===== config.mk =====
export PLATFORM = sky130hd
export DESIGN_NAME = tx_word_sequencer
export DESIGN_NICKNAME = d
export VERILOG_FILES = /design/src/rtl/tx_word_sequencer.sv
export SDC_FILE = /design/constraint.sdc
export NUM_CORES = 1
export LEC_CHECK = 0
export CAP_MARGIN = 15
export CORE_MARGIN = 4
export CORE_UTILIZATION = 35
export DETAILED_ROUTE_END_ITERATION = 7
export DONT_BUFFER_PORTS = 1
export SLEW_MARGIN = 0
export SYNTH_ARGS = -nofsm -noshare
export SYNTH_HDL_FRONTEND = slang
export SYNTH_SLANG_ARGS = --single-unit

===== constraint.sdc =====
create_clock -name Clock -period 8.3 [get_ports Clock]
set_input_delay 1.245 -clock Clock [delete_from_list [all_inputs] [get_ports Clock]]
set_output_delay 1.245 -clock Clock [all_outputs]
set_load 0.03 [all_outputs]

===== src/rtl/tx_word_sequencer.sv =====
// tx_word_sequencer
//
// Upstream feeder for the byte-serial UART transmit wrapper. 16-bit words
// from the acquisition logic are buffered in a small FIFO. Each word is then
// presented on Data, and its high byte and low byte are requested in turn.
//
// Optional feature macro: TXSEQ_SYNC_EN
//   defined   -> a frame counter is built in. SYNC_WORD is sent ahead of every
//                FRAME_LEN data words, so the host can realign the byte stream.
//   undefined -> only FIFO words are sent. FRAME_LEN and SYNC_WORD are unused.
//
// Ports
//   Clock, Reset        single rising-edge clock, synchronous active-high reset
//   WordIn, WordWrite   enqueue side; a write while full is dropped
//   WordReady           FIFO not full (combinational)
//   Overflow            sticky dropped-write flag, cleared only by Reset
//   Level               FIFO occupancy
//   Data                word under transmission (registered)
//   RequestToSend[1:0]  bit 1 requests Data[15:8], bit 0 requests Data[7:0]
//   DataReceived[1:0]   one-cycle acks, same bit positions as RequestToSend
//   Busy                state not IDLE, or FIFO non-empty
//
// Handshake: RequestToSend is a level request that only changes in the cycle
// after the matching DataReceived bit pulses high. An ack bit that does not
// match the current state is ignored. Data is held constant whenever
// RequestToSend is nonzero.

module tx_word_sequencer #(
  parameter int          DEPTH     = 16,
  parameter int          ADDR_W    = 4,
  parameter int          FRAME_LEN = 8,
  parameter logic [15:0] SYNC_WORD = 16'hA55A
) (
  input  logic            Clock,
  input  logic            Reset,
  input  logic [15:0]     WordIn,
  input  logic            WordWrite,
  output logic            WordReady,
  output logic            Overflow,
  output logic [ADDR_W:0] Level,
  output logic [15:0]     Data,
  output logic [1:0]      RequestToSend,
  input  logic [1:0]      DataReceived,
  output logic            Busy
);

  typedef enum logic [1:0] {
    ST_IDLE    = 2'd0,
    ST_SEND_HI = 2'd1,
    ST_SEND_LO = 2'd2
  } state_e;

  state_e state_q, state_d;

  logic [15:0]       mem_q [DEPTH];
  logic [ADDR_W-1:0] wr_ptr_q, wr_ptr_d;
  logic [ADDR_W-1:0] rd_ptr_q, rd_ptr_d;
  logic [ADDR_W:0]   count_q, count_d;
  logic              overflow_q, overflow_d;
  logic [15:0]       data_q, data_d;
  logic [1:0]        rts_q, rts_d;

  logic full;
  logic push;
  logic pop;

`ifdef TXSEQ_SYNC_EN
  localparam int FC_W = (FRAME_LEN > 1) ? $clog2(FRAME_LEN) : 1;

  logic [FC_W-1:0] frame_cnt_q, frame_cnt_d;
  // sync_sent: the sync word for the current frame has already been sent.
  // cur_sync: the word in flight is the sync word, so it does not count
  // towards the frame.
  logic            sync_sent_q, sync_sent_d;
  logic            cur_sync_q, cur_sync_d;
`else
  logic [15:0] unused_cfg;
  assign unused_cfg = SYNC_WORD ^ 16'(FRAME_LEN);
`endif

  // Fullness is judged on the registered count. A write that arrives while
  // the FIFO is full is dropped, even if the FSM pops in the same cycle.
  assign full = (count_q == (ADDR_W+1)'(DEPTH));
  assign push = WordWrite && !full;

  // --------------------------------------------------------------------------
  // FSM next-state and outputs
  // --------------------------------------------------------------------------
  always_comb begin
    state_d = state_q;
    data_d  = data_q;
    rts_d   = rts_q;
    pop     = 1'b0;
`ifdef TXSEQ_SYNC_EN
    frame_cnt_d = frame_cnt_q;
    sync_sent_d = sync_sent_q;
    cur_sync_d  = cur_sync_q;
`endif

    case (state_q)
      ST_IDLE: begin
        rts_d = 2'b00;
        // A sync word is only emitted when data is pending, so the link stays
        // quiet when there is nothing to send.
        if (count_q != '0) begin
`ifdef TXSEQ_SYNC_EN
          if (frame_cnt_q == '0 && !sync_sent_q) begin
            data_d      = SYNC_WORD;
            sync_sent_d = 1'b1;
            cur_sync_d  = 1'b1;
          end else begin
            pop        = 1'b1;
            data_d     = mem_q[rd_ptr_q];
            cur_sync_d = 1'b0;
          end
`else
          pop    = 1'b1;
          data_d = mem_q[rd_ptr_q];
`endif
          rts_d   = 2'b10;
          state_d = ST_SEND_HI;
        end
      end

      ST_SEND_HI: begin
        if (DataReceived[1]) begin
          rts_d   = 2'b01;
          state_d = ST_SEND_LO;
        end
      end

      ST_SEND_LO: begin
        if (DataReceived[0]) begin
          rts_d   = 2'b00;
          state_d = ST_IDLE;
`ifdef TXSEQ_SYNC_EN
          if (!cur_sync_q) begin
            frame_cnt_d = (frame_cnt_q == FC_W'(FRAME_LEN - 1)) ? '0
                                                                : frame_cnt_q + FC_W'(1);
            // Re-arm the sync. It only fires again once the counter is back at 0.
            sync_sent_d = 1'b0;
          end
`endif
        end
      end

      default: begin
        rts_d   = 2'b00;
        state_d = ST_IDLE;
      end
    endcase
  end

  // --------------------------------------------------------------------------
  // FIFO pointer / count / overflow next-state
  // --------------------------------------------------------------------------
  always_comb begin
    wr_ptr_d   = push ? wr_ptr_q + ADDR_W'(1) : wr_ptr_q;
    rd_ptr_d   = pop  ? rd_ptr_q + ADDR_W'(1) : rd_ptr_q;
    overflow_d = overflow_q | (WordWrite & full);
    count_d    = count_q;
    case ({push, pop})
      2'b10:   count_d = count_q + (ADDR_W+1)'(1);
      2'b01:   count_d = count_q - (ADDR_W+1)'(1);
      default: count_d = count_q;
    endcase
  end

  // The storage array has no reset. A slot is only read after it has been written.
  always_ff @(posedge Clock) begin
    if (push) begin
      mem_q[wr_ptr_q] <= WordIn;
    end
  end

  always_ff @(posedge Clock) begin
    if (Reset) begin
      state_q    <= ST_IDLE;
      wr_ptr_q   <= '0;
      rd_ptr_q   <= '0;
      count_q    <= '0;
      overflow_q <= 1'b0;
      data_q     <= '0;
      rts_q      <= 2'b00;
`ifdef TXSEQ_SYNC_EN
      frame_cnt_q <= '0;
      sync_sent_q <= 1'b0;
      cur_sync_q  <= 1'b0;
`endif
    end else begin
      state_q    <= state_d;
      wr_ptr_q   <= wr_ptr_d;
      rd_ptr_q   <= rd_ptr_d;
      count_q    <= count_d;
      overflow_q <= overflow_d;
      data_q     <= data_d;
      rts_q      <= rts_d;
`ifdef TXSEQ_SYNC_EN
      frame_cnt_q <= frame_cnt_d;
      sync_sent_q <= sync_sent_d;
      cur_sync_q  <= cur_sync_d;
`endif
    end
  end

  assign WordReady     = !full;
  assign Overflow      = overflow_q;
  assign Level         = count_q;
  assign Data          = data_q;
  assign RequestToSend = rts_q;
  assign Busy          = (state_q != ST_IDLE) || (count_q != '0);

endmodule


==> summary by stage <==
Run status
The run finished with clean final reports.

Critical path
The most prevalent standard cell on the critical path is ha_1. The critical path is of the reg2reg type. At the worst endpoint, the required time is 8720 ps. The buffer and inverter count on the worst path is 1. The most critical setup path has its startpoint at Level[1]$_SDFFE_PP0P_. Along the worst path, the maximum fanout reaches 20. Data arrives at the worst endpoint at 4200 ps. In this run the critical register-to-register path is launched from Level[1]$_SDFFE_PP0P_. The signal on the critical path passes through or4_4, o21ai_4, inv_4, ha_1, xor2_1, ha_1, nor2_1, o32ai_1, a211o_1, nand3_1. The cell with the biggest individual delay on the critical path is or4_4. On the worst path, the slowest cell contributes a delay of 660 ps.

The kind of start point of the critical path is a flip-flop. The depth of the worst register-to-register path is 10. STA classifies the critical path endpoint as a flip-flop. The dominant delay contributor by cell family on the critical path is compound AO/OA/AOI/OAI gates. The worst register-to-register path ends at Level[4]$_SDFFE_PP0P_.

Across all register-to-register paths, the minimum setup slack is 4530 ps.

Timing
Setup violations remaining at the end of the flow were counted as 0. The count of pins over their slew limit is 0. Setup repair after global routing left no endpoint under its margin.

The final critical delay including setup and external delays is 3770 ps. Summed over all failing endpoints, the final setup total negative slack is 0 ps. For the pin with the worst max-slew slack, the measured transition is 1050 ps. The max-slew headroom at the worst pin is 29.8%. The number of hold-slack violations in the final timing report came to 0. The setup skew after layout is 10.4 ps. The worst path uses 45.5% of the clock period. Static timing analysis puts the maximum clock frequency at 265 MHz.

Layout
The fraction of final layout cells with drive strength greater than 1 is 16.9%. Counting the fill cells in the layout gives 2828. The most common library cell in the layout ignoring fill and taps is edfxtp_1.

In the layout the commonest cells are edfxtp_1, mux2i_1, nor2_1. The antenna diode count is 0. From synthesis to final layout, the design area changed by 12.1%. The post-layout utilization of the core is 40.0%. The net count of the finished layout is 685.

Synthesis
The mean post-synth cell area is 17.7 µm². After Yosys synthesis, XOR and XNOR cells account for 0.694% of the synthesized area. The share of synthesized cell area in full adder, half adder and majority cells is 0.992%.

The proportion of register bits with asynchronous set or reset after synthesis is 0%. For this run, the register share of the synthesized area comes to 73.7%. The synthesized-area fraction occupied by and/or/nand/nor cells is 4.12%. The number of enable flip-flop cells after synthesis is 256. Summing the areas of all compound-gate instances in the mapped netlist gives 5.99% of the synthesized area. In this run, distinct cell masters in the synthesized netlist total 48. The count of mapped cells out of synthesis is 643. In this run the cell area of the synthesized design comes to 0.0114 mm².

When the netlist entered floorplanning its net count stood at 673. The Yosys step of the flow raised 0 warnings. The dominant combinational cell family by area after synthesis is multiplexers.

The register bit total from synthesis is 290. The mux contribution to synthesized area is 12.2%. The most used flip-flop cell after synthesis is edfxtp_1.

Routing
The DRC violation count after routing is 0. In the detailed route, the total length drawn on met2 is 12800 µm. In the final routed layout, each cell accounts on average for 22.6 µm. The count of TritonRoute iterations in the first routing pass is 7. The via density per instance is 5.18. The remaining antenna violation count after routing is 0. The number of vias after detailed routing is 5756. The DRC marker count from the first detailed-route iteration is 390. After detailed routing, no signal wire sits above met5. The met3 wire length is 1400 µm. The routed design has 25100 µm of wire. The wire length on met1 is 10300 µm.

Power
In this run the static leakage power is 3.86 nW. VDD sags by at most 0.000156 V. The power density of the placed cells is 286 mW/mm².

Worst hold path
The number of cells on the worst hold path is 1. For hold timing, the worst endpoint is state_q[0]$_SDFFE_PP0P_. The startpoint identified for the worst hold timing path is state_q[1]$_SDFFE_PP0P_. The type of the tightest min-delay check is reg2reg.

Global route
The initial antenna violation count is 1. After global routing the overflow that remains totals 0. The wire length of the first global-routing pass is 37900 µm. The total global routing track utilization is 14.0%. The number of global-route vias before repair is 5911. The pin count of the biggest net entering global routing is 57.

Die
The horizontal extent of the die is 188 µm. For this design the top-level I/O count stands at 47. The vertical die dimension is 188 µm. In this run the core area contains 65 standard-cell rows. After floorplanning, the core was sized to cover 0.0318 mm².

The initial core utilization is 35.7%. The floorplan step defined a die boundary enclosing 0.0354 mm².

CTS
After clock tree synthesis, the setup repair step added 0 buffers. The post-cts sizing count is 0. TritonCTS built the clock tree. The clock insertion delay at the later pin of the skew report is 540 ps.

The root buffer cell chosen for the clock tree is clkbuf_16. The number of buffers on the longest clock path is 3. The clock-pin slew reported for the worst setup and hold paths after clock tree synthesis is 60 ps. The number of buffers added by the clock tree synthesis step is 28. Clock tree synthesis found a total of 290 sinks.

The CTS H-tree depth is 1. For this design, the CTS-stage hold fixing added 0 buffers.

Place
The final estimated routing congestion in global placement is 0.778. The wire-length estimate of the detail-placed layout is 15000 µm. The quantity of I/O buffers inserted on ports is 0.

Flow run
The number of max-cap violations is 0.
through the flow:
step                      setup slack [ps]  power [mW]  hold slack [ps]  cell area (µm²)  cells
after global placement                4740        2.44              466            11800   1060
after CTS                             4600        3.68              492            12700   1111
after detailed placement              4630        2.46              475            11800   1060
after global routing                  4330        3.80              551            12700   1111
final                                 4530        3.65              493            12700   1111
after floorplan                       4960        2.32              446            11400    643
cell families after synthesis:
kind of cell / Yosys count
DFF: 290
and+or+nand+nor: 99
muxes: 98
AOI/OAI and AO/OA: 92
buffers and inverters: 46
xor gates and xnor gates: 9
adders and majority gates: 9
synth_stat cells, types with 8 or more instances:
| master | count | area [µm²] |
|---|---|---|
| edfxtp_1 | 256 | 7690 |
| mux2i_1 | 66 | 661 |
| nor2_1 | 42 | 158 |
| dfxtp_1 | 34 | 681 |
| mux4_2 | 32 | 721 |
| o22ai_1 | 32 | 200 |
| nor3_1 | 24 | 120 |
| a22oi_1 | 16 | 120 |
| buf_2 | 14 | 70.1 |
| nand2_1 | 12 | 45.0 |
| clkbuf_1 | 9 | 33.8 |
| ha_1 | 9 | 113 |
| a211oi_1 | 8 | 60.1 |
| a211oi_2 | 8 | 100 |
where the power goes:
group          leakage (nW)  switching, mW  internal (mW)  total (mW)
Combinational         0.832          0.374          0.240       0.614
Sequential             2.59          0.142           1.67        1.81
Clock                 0.430          0.511          0.708        1.22
Total                  3.86           1.03           2.62        3.65
metal layers:
| metal | vias to the layer above | global-route usage [%] |
|---|---|---|
| met3 | 42 | 2.66 |
| li1 | 2591 | - |
| met4 | 2 | 3.61 |
| met1 | 2967 | 17.9 |
| met5 | - | 0 |
| met2 | 154 | 24.7 |
worst max path at each step:
stage,endpoint,slack [ps],depth (start not counted)
2_1_floorplan,mem_q[0][0]$_DFFE_PP_,4960,3
3_3_place_gp,Level[4]$_SDFFE_PP0P_,4740,10
3_5_place_dp,Level[4]$_SDFFE_PP0P_,4630,10
4_1_cts,Level[4]$_SDFFE_PP0P_,4600,10
5_1_grt,Level[4]$_SDFFE_PP0P_,4330,10
6_report,Level[4]$_SDFFE_PP0P_,4530,10
cell type report:
cell class,instances,area [µm²],area share [%]
multi-input cells,307,2740,21.5
well taps,435,544,4.27
repair buffers,20,150,1.18
flip-flops and latches,290,8370,65.8
clock buffers,43,818,6.43
clock inverters,8,72.6,0.570
inverters,8,32.5,0.256
state kept, by name, summed over array words and instances, names as in the netlist:
signal / cells
wr_ptr_q: 4
Overflow: 1
Level: 5
RequestToSend: 2
mem_q: 256
Data: 16
rd_ptr_q: 4
state_q: 2
worst register-to-register path, stage by stage (launching register included):
cell and delay, ps:
dfxtp_1 500, or4_4 660, o21ai_4 630, inv_4 280, ha_1 390, xor2_1 180
ha_1 230, nor2_1 80, o32ai_1 470, a211o_1 210, nand3_1 60
(Power assumes the default switching activity.)
